--- src/rtl/mem_arbiter.sv ---
// Purpose : N-port round-robin arbiter between cache-side requesters and the single main-memory port.
// Latency : grant on the edge a request is seen in IDLE; done/error pulse follows the edge memory done (or the watchdog) is sampled.
// Backpressure: one transaction at a time; non-granted ports read status 00 and simply wait.
//
// Ports:
//   clk, rst                         clock, asynchronous active-high reset
//   req_signal/addr/length/wdata     per-port request fields, port i at slice i
//   req_status                       per-port status: 00 none, 01 busy, 10 done, 11 error
//   rd_data                          read data, valid while the granted port reads 10
//   grant_id                         currently or last granted port
//   mem_vis_signal/addr/length/writen_data  latched memory-side request
//   mem_data, mem_status             memory response (mem_status 10 = done)
module mem_arbiter #(
  parameter int NUM_PORTS        = 2,
  parameter int PORT_INDEX_SIZE  = 1,
  parameter int ADDR_WIDTH       = 17,
  parameter int LEN              = 32,
  parameter int VECTOR_SIZE      = 8,
  parameter int ENTRY_INDEX_SIZE = 3,
  parameter int TIMEOUT          = 64
) (
  input  logic                                    clk,
  input  logic                                    rst,
  input  logic [2*NUM_PORTS-1:0]                  req_signal,
  input  logic [ADDR_WIDTH*NUM_PORTS-1:0]         req_addr,
  input  logic [(ENTRY_INDEX_SIZE+1)*NUM_PORTS-1:0] req_length,
  input  logic [LEN*NUM_PORTS-1:0]                req_wdata,
  output logic [2*NUM_PORTS-1:0]                  req_status,
  output logic [LEN-1:0]                          rd_data,
  output logic [PORT_INDEX_SIZE-1:0]              grant_id,
  output logic [1:0]                              mem_vis_signal,
  output logic [ADDR_WIDTH-1:0]                   mem_vis_addr,
  output logic [ENTRY_INDEX_SIZE:0]               mem_length,
  output logic [LEN-1:0]                          mem_writen_data,
  input  logic [LEN-1:0]                          mem_data,
  input  logic [1:0]                              mem_status
);

  localparam int LW = ENTRY_INDEX_SIZE + 1;
  // A disabled watchdog still needs a legal one-bit timer.
  localparam int TW = (TIMEOUT > 0) ? $clog2(TIMEOUT + 1) : 1;

  typedef enum logic [1:0] {
    S_IDLE   = 2'd0,
    S_ACTIVE = 2'd1,
    S_RESP   = 2'd2
  } state_t;

  state_t                       r_state;
  logic [PORT_INDEX_SIZE-1:0]   r_rr_ptr;
  logic [PORT_INDEX_SIZE-1:0]   r_gnt;
  logic [TW-1:0]                r_timer;
  logic [2*NUM_PORTS-1:0]       r_req_status;
  logic [LEN-1:0]               r_rd_data;
  logic [1:0]                   r_mem_sig;
  logic [ADDR_WIDTH-1:0]        r_addr;
  logic [LW-1:0]                r_len;
  logic [LEN-1:0]               r_wdata;

  logic [NUM_PORTS-1:0]         w_valid;
  logic                         w_found;
  logic [PORT_INDEX_SIZE-1:0]   w_gnt;
  logic [1:0]                   w_sel_op;
  logic [ADDR_WIDTH-1:0]        w_sel_addr;
  logic [LW-1:0]                w_sel_len;
  logic [LEN-1:0]               w_sel_wdata;
  logic [LW-1:0]                w_len_c;
  logic                         w_done;
  logic                         w_tmo;
  logic [1:0]                   w_res;
  logic [2*NUM_PORTS-1:0]       w_busy_vec;
  logic [2*NUM_PORTS-1:0]       w_res_vec;
  logic [PORT_INDEX_SIZE-1:0]   w_rr_next;

  // Only read (01) and write (10) are real requests; 11 is treated as idle.
  always_comb begin
    w_valid = '0;
    for (int i = 0; i < NUM_PORTS; i++) begin
      w_valid[i] = (req_signal[2*i +: 2] == 2'b01) || (req_signal[2*i +: 2] == 2'b10);
    end
  end

  // First valid port scanning from rr_ptr, wrapping modulo NUM_PORTS.
  always_comb begin : arb
    int idx;
    idx         = 0;
    w_found     = 1'b0;
    w_gnt       = '0;
    w_sel_op    = 2'b00;
    w_sel_addr  = '0;
    w_sel_len   = '0;
    w_sel_wdata = '0;
    for (int i = 0; i < NUM_PORTS; i++) begin
      idx = int'(r_rr_ptr) + i;
      if (idx >= NUM_PORTS) idx = idx - NUM_PORTS;
      if (!w_found && w_valid[idx]) begin
        w_found     = 1'b1;
        w_gnt       = PORT_INDEX_SIZE'(idx);
        w_sel_op    = req_signal[2*idx +: 2];
        w_sel_addr  = req_addr[ADDR_WIDTH*idx +: ADDR_WIDTH];
        w_sel_len   = req_length[LW*idx +: LW];
        w_sel_wdata = req_wdata[LEN*idx +: LEN];
      end
    end
  end

  // Zero-length requests still move one word; oversize requests are cut to a full vector.
  always_comb begin
    w_len_c = w_sel_len;
    if (w_sel_len == '0) begin
      w_len_c = LW'(1);
    end else if (w_sel_len > LW'(VECTOR_SIZE)) begin
      w_len_c = LW'(VECTOR_SIZE);
    end
  end

  assign w_done = (mem_status == 2'b10);
  // Done takes priority over the watchdog when both land on the same edge.
  assign w_tmo  = (TIMEOUT != 0) && (r_timer == TW'(TIMEOUT - 1));
  assign w_res  = w_done ? 2'b10 : 2'b11;

  always_comb begin
    w_busy_vec = '0;
    w_res_vec  = '0;
    for (int i = 0; i < NUM_PORTS; i++) begin
      if (PORT_INDEX_SIZE'(i) == w_gnt) w_busy_vec[2*i +: 2] = 2'b01;
      if (PORT_INDEX_SIZE'(i) == r_gnt) w_res_vec[2*i +: 2]  = w_res;
    end
  end

  // Explicit wrap so non-power-of-two port counts never point past the last port.
  assign w_rr_next = (int'(r_gnt) == NUM_PORTS - 1) ? '0 : r_gnt + 1'b1;

  always_ff @(posedge clk or posedge rst) begin
    if (rst) begin
      r_state      <= S_IDLE;
      r_rr_ptr     <= '0;
      r_gnt        <= '0;
      r_timer      <= '0;
      r_req_status <= '0;
      r_rd_data    <= '0;
      r_mem_sig    <= 2'b00;
      r_addr       <= '0;
      r_len        <= '0;
      r_wdata      <= '0;
    end else begin
      case (r_state)
        S_IDLE: begin
          if (w_found) begin
            r_gnt        <= w_gnt;
            r_mem_sig    <= w_sel_op;
            r_addr       <= w_sel_addr;
            r_len        <= w_len_c;
            r_wdata      <= w_sel_wdata;
            r_req_status <= w_busy_vec;
            r_timer      <= '0;
            r_state      <= S_ACTIVE;
          end
        end
        S_ACTIVE: begin
          if (r_timer != {TW{1'b1}}) r_timer <= r_timer + 1'b1;
          if (w_done) begin
            // Writes leave the last read data in place.
            if (r_mem_sig == 2'b01) r_rd_data <= mem_data;
            r_req_status <= w_res_vec;
            r_mem_sig    <= 2'b00;
            r_state      <= S_RESP;
          end else if (w_tmo) begin
            r_rd_data    <= '0;
            r_req_status <= w_res_vec;
            r_mem_sig    <= 2'b00;
            r_state      <= S_RESP;
          end
        end
        S_RESP: begin
          r_req_status <= '0;
          r_rr_ptr     <= w_rr_next;
          r_state      <= S_IDLE;
        end
        default: begin
          r_state <= S_IDLE;
        end
      endcase
    end
  end

  assign req_status      = r_req_status;
  assign rd_data         = r_rd_data;
  assign grant_id        = r_gnt;
  assign mem_vis_signal  = r_mem_sig;
  assign mem_vis_addr    = r_addr;
  assign mem_length      = r_len;
  assign mem_writen_data = r_wdata;

endmodule
--- config.mk ---
export PLATFORM = sky130hd
export DESIGN_NAME = mem_arbiter
export DESIGN_NICKNAME = d
export VERILOG_FILES = /design/src/rtl/mem_arbiter.sv
export SDC_FILE = /design/constraint.sdc
export NUM_CORES = 1
export LEC_CHECK = 0
export CAP_MARGIN = 10
export CELL_PAD_IN_SITES_DETAIL_PLACEMENT = 0
export CELL_PAD_IN_SITES_GLOBAL_PLACEMENT = 1
export CORE_ASPECT_RATIO = 0.5
export CORE_MARGIN = 1.5
export CORE_UTILIZATION = 31
export DETAILED_ROUTE_END_ITERATION = 10
export PLACE_DENSITY = 0.95
export SLEW_MARGIN = 20
export SYNTH_ARGS = -nofsm -noshare
export SYNTH_HDL_FRONTEND = slang
export SYNTH_SLANG_ARGS = --single-unit
--- constraint.sdc ---
create_clock -name clk -period 10.1 [get_ports clk]
set_clock_uncertainty 0.2 [all_clocks]
set_input_delay 3.03 -clock clk [delete_from_list [all_inputs] [get_ports clk]]
set_output_delay 3.03 -clock clk [all_outputs]
set_load 0.02 [all_outputs]
==> results of run 1 <==
## registers in the layout, summed over array words and instances (netlist names)
register / cells
mem_writen_data: 32
rd_data: 32
mem_vis_addr: 17
r_timer: 7
mem_length: 4
req_status: 4
mem_vis_signal: 2
r_state: 2
grant_id: 1
r_rr_ptr: 1
## through the flow
stage | worst slack [ns] | cells | instance area (um2)
floorplan | 4.195 | 370 | 4418
global placement | 4.666 | 779 | 6982
detailed placement | 4.538 | 779 | 6982
CTS | 4.883 | 794 | 7269
global route | 4.883 | 794 | 7274
finish | 5.016 | 794 | 7274
## per-layer routing
| layer | routed length (um) | part of all wire [%] |
|---|---|---|
| met1 | 6337 | 43 |
| met4 | 435 | 2.9 |
| met5 | 0 | 0 |
| met3 | 654 | 4.4 |
| met2 | 7413 | 50 |
## area by class of cell
| type | instances | area [um2] | share of cell area, % |
|---|---|---|---|
| Clock buffer | 9 | 225.2 | 3.096 |
| Multi-Input combinational cell | 180 | 1541 | 21.19 |
| Clock inverter | 6 | 62.56 | 0.8600 |
| Tap cell | 192 | 240.2 | 3.302 |
| Sequential cell | 102 | 2552 | 35.09 |
| Inverter | 63 | 239.0 | 3.285 |
| Timing Repair Buffer | 242 | 2414 | 33.18 |
## how the worst max path moves through the flow
stage                         end  slack [ns]          start
floorplan                grant_id        4.19            rst
global placement       rd_data[0]        4.67  mem_status[0]
detailed placement    rd_data[26]        4.54  mem_status[0]
CTS                   rd_data[18]        4.88  mem_status[0]
global route        req_status[1]        4.88  req_signal[0]
finish              mem_length[1]        5.02  req_signal[3]
## power by group through the flow
stage,combinational [mW],clock [mW],sequential (mW)
2_1_floorplan,0.407,0,0.895
3_3_place_gp,1.10,0,0.703
3_5_place_dp,1.13,0,0.707
4_1_cts,1.13,0.353,0.704
5_1_grt,1.19,0.369,0.725
6_report,1.12,0.345,0.705
## worst max-delay path: cells and delay by family
kind                   cells  cell delay, ns
AO/OA/AOI/OAI              3            0.74
XOR/XNOR                   1            0.22
buffers and inverters      2            1.17
## kinds of logic (layout without fill, tap and decap cells)
group / Yosys count / count (layout)
AOI/OAI and AO/OA: 127 / 127
DFF: 102 / 102
buffers and inverters: 88 / 320
and+or+nand+nor: 35 / 35
muxes: 8 / 8
adders and majority gates: 6 / 6
xor gates and xnor gates: 4 / 4
## Yosys cell counts, types with 3 or more instances
library cell | instances | area share (%)
a222oi_1 | 49 | 11
a21oi_1 | 10 | 1.1
clkbuf_1 | 15 | 1.3
nand2_1 | 7 | 0.59
o31ai_1 | 3 | 0.51
a22o_1 | 38 | 7.5
inv_1 | 63 | 5.4
o21ai_0 | 8 | 0.91
nand2b_1 | 4 | 0.57
nand3_1 | 4 | 0.45
buf_2 | 8 | 0.91
nor2_1 | 7 | 0.59
dfrtp_1 | 102 | 58
mux2_2 | 5 | 1.3
mux2i_1 | 3 | 0.68
ha_1 | 6 | 1.7
## cells in the final DEF (no fill, tap or decap), drive strengths merged, types with 4 or more instances in the layout
master	count
o31ai	4
nor2	7
nand2	7
nand2b	4
mux2	5
dfrtp	102
clkinv	4
o21ai	10
nand3	4
clkdlybuf4s50	237
a22o	38
clkbuf	9
a222oi	49
inv	64
ha	6
buf	5
a21oi	10
==> results.md, run 1 <==
- Status: complete, no violations
- Critical path class: input port to flip-flop
- Rel. slew slack: 49.75%
- Worst Hold Depth: 2
- Die area: 15020 um2
- Synthesis warning total: 0
- CTS tree: yes
- Leak Pwr: ~3.2 nW
- Most crowded layer after global routing: met2
- Number of routed nets with antenna violations: 0
- Final period utilization: between 50% and 60%
- Sequential area share after synthesis: 57.77%
- Post-CTS setup buffers: 0
- Actual slew at the worst max-slew pin: 0.7538 ns
- Cell-internal power: ~1.3 mW
- Wire length per cell: ~19 um
- Slowest CP cell: clkdlybuf4s50_1
- Crit path time final: 5.084 ns
- I/O pin count: roughly 240
- DRT Pass-1 Iters: 7
- Clk sink count: 102
- Logic pwr share: 51.6%
- Largest net degree at the start of global routing: 79
- Post-Synthesis Cells: 370
- Die W: 171.8 um
- Core area: between 10000 and 15000 um2
- Netlist cell types: 47
- Main combinational cell family by area after synthesis: compound AO/OA/AOI/OAI gates
- First-pass GRT wire length: 21.85 mm
- CTS max path bufs: 2
- Total track usage: 18.92%
- Final Hold Fails: 0
- EDFF count, synth: 0
- CP required: between 10 and 15 ns
- CP endpoint kind: flip-flop
- Simple-gate portion of the synthesized area: 4.475%
- Max Clk Rate: 0.1967 GHz
- Crit-path most repeated cell: a22o_1
- Final setup viols: 0
- Antenna diodes: 0
- Gates resized, CTS repair: 0
- Met2 Track Usage GR: 31.14%
- Post-Syn Area: 4418 um2
- Die H: 87.42 um
- Peak supply drop: 0.0001100 V
- Worst path max stage delay: 0.67 ns
- Worst reg2reg path startpoint: r_state[1]
- Overall power: 2.171 mW
- Num CTS Buffers: 9
- Clk pwr share: between 10% and 20%
- Hold endpoint: mem_vis_addr[12]
- Share of layout cells above drive strength 1: 6.478%
- Hold path start: mem_vis_addr[12]
- Largest fanout on the critical path: 50
- Post-Synth XOR/XNOR Area: 1.133%
- Gpl congestion: 0.7957
- Cell Chain, Critical Path: clkdlybuf4s50_1 -> xor2_2 -> a211oi_4 -> buf_4 -> a22o_1 -> a22o_1
- Vias in the first global route: 4027
- Synth Register Bits: 102
- Skew-Pair Late Insertion Delay: 0.34 ns
- Hold Path Class: flip-flop to flip-flop
- Initial Util: 32.16%
- Via Count: 4096
- Drt initial violations: 476
- Type of origin of the critical path: input port
- Syn Area/Cell: between 10 and 15 um2
- Antenna violations before repair: 0
- Synth Area in Compound Gates: between 20% and 30%
- Unrepaired setup endpoints after global routing: no
- Net Sw Frac: 39.01%
- Sum Neg Setup Slack: 0 ns
- Nets: 750
- Row count: 30
- DP HPWL: 10.87 mm
- Final WL: 14.84 mm
- Power Density: 298.4 nW/um2
- Total grt overflow: 0
- DRC: 0
- Via density per instance: between 5 and 6
- Hold Slack: 0.2898 ns
- Hold Buf Count CTS: 0
- R2R Path End: r_timer[2]
- CTS Root Cell: clkbuf_16
- Fraction of the mapped netlist area in adder cells: 1.699%
- CTS HTree Levels: 3
- Fin. max-slew vios: 0
- R2R depth: 6
- M3 GR Usage: 3.135%
- Psw: around 0.85 mW
- Mux share of post-synthesis cell area: just under 2%
- Port-buffer cells: 237
- Sequential share of power: 32.5%
- Clock transition at path regs: ~0.070 ns
- Fin util: 52.95%
- Fill count: 1215
- R2r setup slk: 7.46 ns
- CP arrival: 5.17 ns
- Synth-to-Final Area Change: 64.66%
- Max cap viols: 0
- Syn_nets: between 500 and 600
- Met1 usage in global routing: 25.22%
- Synth async-reset ratio: between 90% and 100%
- Primary FF master, synth: dfrtp_1
Power figures use the tool's default switching activity.
==> run 2, diff against run 1 <==
--- a/config.mk
+++ b/config.mk
@@ -10,9 +10,9 @@
 export CELL_PAD_IN_SITES_GLOBAL_PLACEMENT = 1
 export CORE_ASPECT_RATIO = 0.5
 export CORE_MARGIN = 1.5
-export CORE_UTILIZATION = 31
+export CORE_UTILIZATION = 29
 export DETAILED_ROUTE_END_ITERATION = 10
-export PLACE_DENSITY = 0.95
+export PLACE_DENSITY = 0.9
 export SLEW_MARGIN = 20
 export SYNTH_ARGS = -nofsm -noshare
 export SYNTH_HDL_FRONTEND = slang
==> constraint.sdc (replaced) <==
create_clock -name clk -period 4.8 [get_ports clk]
set_clock_uncertainty 0.2 [all_clocks]
set_input_delay 1.44 -clock clk [delete_from_list [all_inputs] [get_ports clk]]
set_output_delay 1.44 -clock clk [all_outputs]
set_load 0.02 [all_outputs]
==> run 2 against run 1 <==
Power rose by 110%. Via count fell by 2.1%. Count of clock-buffer cells in the layout rose by 3. Setup slack got worse by 3.7 ns. Sequential power rose by 110%. Critical path type unchanged. Largest power group unchanged.
==> results.md, run 2 (synthesis gave the netlist of run 1 again) <==
- Status: complete, no violations
- Via Count: 4012
- Commonest cells after routing, fill and taps aside: clkdlybuf4s50_1 (237), dfrtp_1 (102), inv_1 (62)
- Share of layout cells above drive strength 1: between 6 and 7%
- Setup ws final: 1.299 ns
- CTS Root Cell: clkbuf_16
- CTS HTree Levels: 3
- Final cell count without fillers: 805
- Nets: 755
- Final period utilization: 72.94%
- Final setup viols: 0
- Row count: 31
- Actual slew at the worst max-slew pin: 0.7948 ns
- CP required: 4.82 ns
- Hold Buf Count CTS: 0
- Synth-to-Final Area Change: 65.96%
- Hold Path Class: flip-flop to flip-flop
- I/O pin count: 238
- Post-CTS setup buffers: 0
- Via density per instance: 4.984
- Antenna violations before repair: 0
- Overall power: between 4 and 5 mW
- Pre-CTS WS: 0.9819 ns
- Cell Chain, Critical Path: clkdlybuf4s50_1 -> xnor2_1 -> nand3_1 -> nand3b_1 -> mux2_2
- CTS max path bufs: 2
- Rel. slew slack: 47.01%
- DP Area: 7027 um2
- Total grt overflow: 0
- Largest fanout on the critical path: 8
- Final Hold Fails: 0
- DP Cell Count: about 800
- Die H: 90.28 um
- Peak supply drop: 0.0002347 V
- Number of routed nets with antenna violations: 0
- First-pass GRT wire length: 21.94 mm
- CTS tree: yes
- Fin. max-slew vios: 0
- Die area: 16030 um2
- CP arrival: about 3.5 ns
- Leak Pwr: roughly 3.2 nW
- Max cap viols: 0
- Gates resized, CTS repair: 0
- Unrepaired setup endpoints after global routing: no
- Skew-Pair Late Insertion Delay: ~0.33 ns
- Gpl congestion: roughly 0.86
- Clk sink count: about 100
- Power Density: 628.2 nW/um2
- Initial Util: 30.13%
- Hold Slack: 0.3011 ns
- DP HPWL: 10.71 mm
- Port-buffer cells: 237
- DRC: 0
- Fin util: around 50%
- Die W: between 150 and 200 um
- Worst path max stage delay: approximately 0.54 ns
- Antenna diodes: 0
- Max Clk Rate: around 0.29 GHz
- Critical path class: input port to flip-flop
- Clock transition at path regs: 0.07 ns
- Vias in the first global route: around 3900
- Sum Neg Setup Slack: 0 ns
- CP endpoint kind: flip-flop
- Num CTS Buffers: 9
- DRT Pass-1 Iters: 7
- Slowest CP cell: clkdlybuf4s50_1
- Finished Cell Area: about 7300 um2
- Crit path time final: between 3 and 4 ns
- Type of origin of the critical path: input port
- Final WL: 14.44 mm
- Core area: 14660 um2
- Total track usage: between 10% and 20%
- Drt initial violations: 388
- Commonest non-fill, non-tap cell in the layout: clkdlybuf4s50_1
- Largest net degree at the start of global routing: 64
- Wire length per cell: 17.94 um
-- run 2: layer usage --
metal  global-route usage (%)  part of all wire [%]  wire length, um
met5                        0                     0                0
met4                    4.272                   1.4              201
met3                    2.862                   3.3              473
met2                    31.51                    53             7600
met1                    22.56                    43             6169
-- run 2: worst paths after layout --
check	depth (start not counted)	slack (ns)	end	startpoint
worst max register to register	6	2.17	r_timer[2]	r_state[1]
worst max-delay path	5	1.30	req_status[2]	req_signal[0]
worst min-delay path	2	0.30	mem_vis_addr[9]	mem_vis_addr[9]
min in group asynchronous	2	1.40	rd_data[30]	rst
max in group asynchronous	3	2.20	mem_writen_data[24]	rst
worst min register to register	2	0.30	mem_vis_addr[9]	mem_vis_addr[9]
-- run 2: critical path, delay by kind of cell --
| family | cells | cell delay [ns] |
|---|---|---|
| and+or+nand+nor | 2 | 0.68 |
| buffers and inverters | 1 | 0.54 |
| xor gates and xnor gates | 1 | 0.48 |
| muxes | 1 | 0.37 |
-- run 2: area by class of cell --
class	count	area [um2]
Fill cell	1287	7330
Clock buffer	12	236.5
Tap cell	198	247.7
Multi-Input combinational cell	180	1540
Clock inverter	3	68.82
Inverter	63	239.0
Sequential cell	102	2552
Timing Repair Buffer	247	2447
-- run 2: power by group --
group          internal (mW)  total (mW)  switching, mW
registers               1.24        1.48          0.237
clock network          0.458       0.774          0.316
logic                   1.16        2.36           1.20
total                   2.86        4.61           1.75
==> run 3, diff against run 2 <==
==> constraint.sdc (replaced) <==
create_clock -name clk -period 3.62 [get_ports clk]
set_clock_uncertainty 0.2 [all_clocks]
set_input_delay 1.086 -clock clk [delete_from_list [all_inputs] [get_ports clk]]
set_output_delay 1.086 -clock clk [all_outputs]
set_load 0.02 [all_outputs]
==> run 3 against run 2 <==
Cell area grew 0.99%. Flip-flop and latch count is the same. Critical path depth grew 2. Power grew 32%. Combinational power grew 35%. Wire length grew 3.6%. Global-route usage grew 0.42 points. Final cell count grew 0.75%. Clock power grew 19%. First-iteration DRC count shrank 21%. Core utilization grew 0.50 points.
==> results.md, run 3 (synthesis gave the netlist of run 1 again) <==
- Row count: 31
- Clk sink count: between 100 and 150
- DRT Pass-1 Iters: 7
- Fin. max-slew vios: 0
- Final Hold Fails: 0
- CP delay by family, top: buffers and inverters
- Actual slew at the worst max-slew pin: about 0.72 ns
- CTS tree: yes
- Gates resized, CTS repair: 0
- Type of origin of the critical path: input port
- Slowest CP cell: clkdlybuf4s50_1
- Peak supply drop: about 0.00030 V
- CP required: 3.63 ns
- CTS Root Cell: clkbuf_16
- CP arrival: 3.11 ns
- Commonest cells after routing, fill and taps aside: clkdlybuf4s50_1 (237), dfrtp_1 (102), inv_1 (62)
- Die W: 177.6 um
- Vias in the first global route: 3992
- Num CTS Buffers: 9
- Number of routed nets with antenna violations: 0
- Power Density: 820.2 nW/um2
- Max Clk Rate: 0.3226 GHz
- Via Count: 4059
- Hold Buf Count CTS: 0
- Gpl congestion: 0.8841
- CTS max path bufs: 2
- Max cap viols: 0
- Buf/Inv on CP: 4
- Share of layout cells above drive strength 1: under 10%
- Status: complete, no violations
- Antenna diodes: 0
- Worst path max stage delay: around 0.63 ns
- Antenna violations before repair: 0
- Total track usage: 18.17%
- Wire length per cell: 18.45 um
- Commonest non-fill, non-tap cell in the layout: clkdlybuf4s50_1
- Die H: 90.28 um
- Critical path class: input port to flip-flop
- Nets: 760
- Drt initial violations: 305
- Die area: around 16000 um2
- I/O pin count: 238
- Largest net degree at the start of global routing: 44
- Rel. slew slack: 51.30%
- R2r setup slk: around 1.3 ns
- Synth-to-Final Area Change: 67.60%
- Cell Chain, Critical Path: clkdlybuf4s50_1 -> xor2_2 -> a211oi_4 -> buf_4 -> buf_4 -> a222oi_1 -> inv_1
- Largest fanout on the critical path: 31
- Crit path time final: 3.100 ns
- Final period utilization: 85.64%
- Final WL: 14.96 mm
- CTS HTree Levels: 3
- Post-CTS setup buffers: 0
- Port-buffer cells: about 240
- Sum Neg Setup Slack: 0 ns
- Via density per instance: 5.005
- Skew-Pair Late Insertion Delay: 0.34 ns
- Core area: 14660 um2
- DP HPWL: 11.28 mm
- Unrepaired setup endpoints after global routing: no
- DRC: 0
- Hold Path Class: flip-flop to flip-flop
- Overall power: 6.073 mW
- Clock transition at path regs: 0.07 ns
- CP endpoint kind: flip-flop
- First-pass GRT wire length: around 22 mm
- Total grt overflow: 0
- Crit-path most repeated cell: buf_4
- Initial Util: 30.13%
- Leak Pwr: about 3.3 nW
- Final setup viols: 0
-- run 3: where the power goes --
group          internal, mW  switching (mW)  leakage, nW
sequential             1.64           0.326         1.29
combinational          1.58            1.60         1.84
clock                 0.489           0.432        0.133
-- run 3: per-stage QoR --
step                cell area (um2)  setup WS (ns)  util (%)  cells  hold slack [ns]
floorplan                      4422          1.015         -    370           0.3239
global placement               7128         0.2688     48.62    795           0.2723
detailed placement             7128         0.1752     48.62    795           0.2794
CTS                            7405         0.5340     50.50    811           0.2974
global route                   7405         0.3795     50.50    811           0.3109
finish                         7405         0.5197     50.50    811           0.2923
-- run 3: layer usage --
layer	track usage, %	vias to the layer above	share of wire [%]
met4	5.252	0	1.5
met5	0	-	0
met2	31.93	111	53
met3	3.409	18	3.9
li1	-	1876	-
met1	22.69	2054	42
-- run 3: area by class of cell --
cell class	count	area, um2
Clock buffer	12	246.5
Clock inverter	4	30.03
Fill cell	1304	7257
Inverter	63	240.2
Multi-Input combinational cell	180	1540
Sequential cell	102	2552
Tap cell	198	247.7
Timing Repair Buffer	252	2547
-- run 3: path summary, 6_finish.rpt --
kind	startpoint	endpoint	depth (start not counted)
worst max-delay path	req_signal[0]	mem_writen_data[2]	7
worst min-delay path	mem_vis_addr[3]	mem_vis_addr[3]	2
worst max register to register	r_state[0]	mem_writen_data[2]	8
worst min register to register	mem_vis_addr[3]	mem_vis_addr[3]	2
max in group asynchronous	rst	rd_data[24]	3
min in group asynchronous	rst	mem_vis_addr[7]	2
-- run 3: worst register-to-register path: cells and delay by family, from the launching register on --
family	cells	cell delay [ns]
AO/OA/AOI/OAI	2	0.36
buffers and inverters	5	1.04
flip-flops	1	0.41
adder cells (fa/ha/maj)	1	0.28
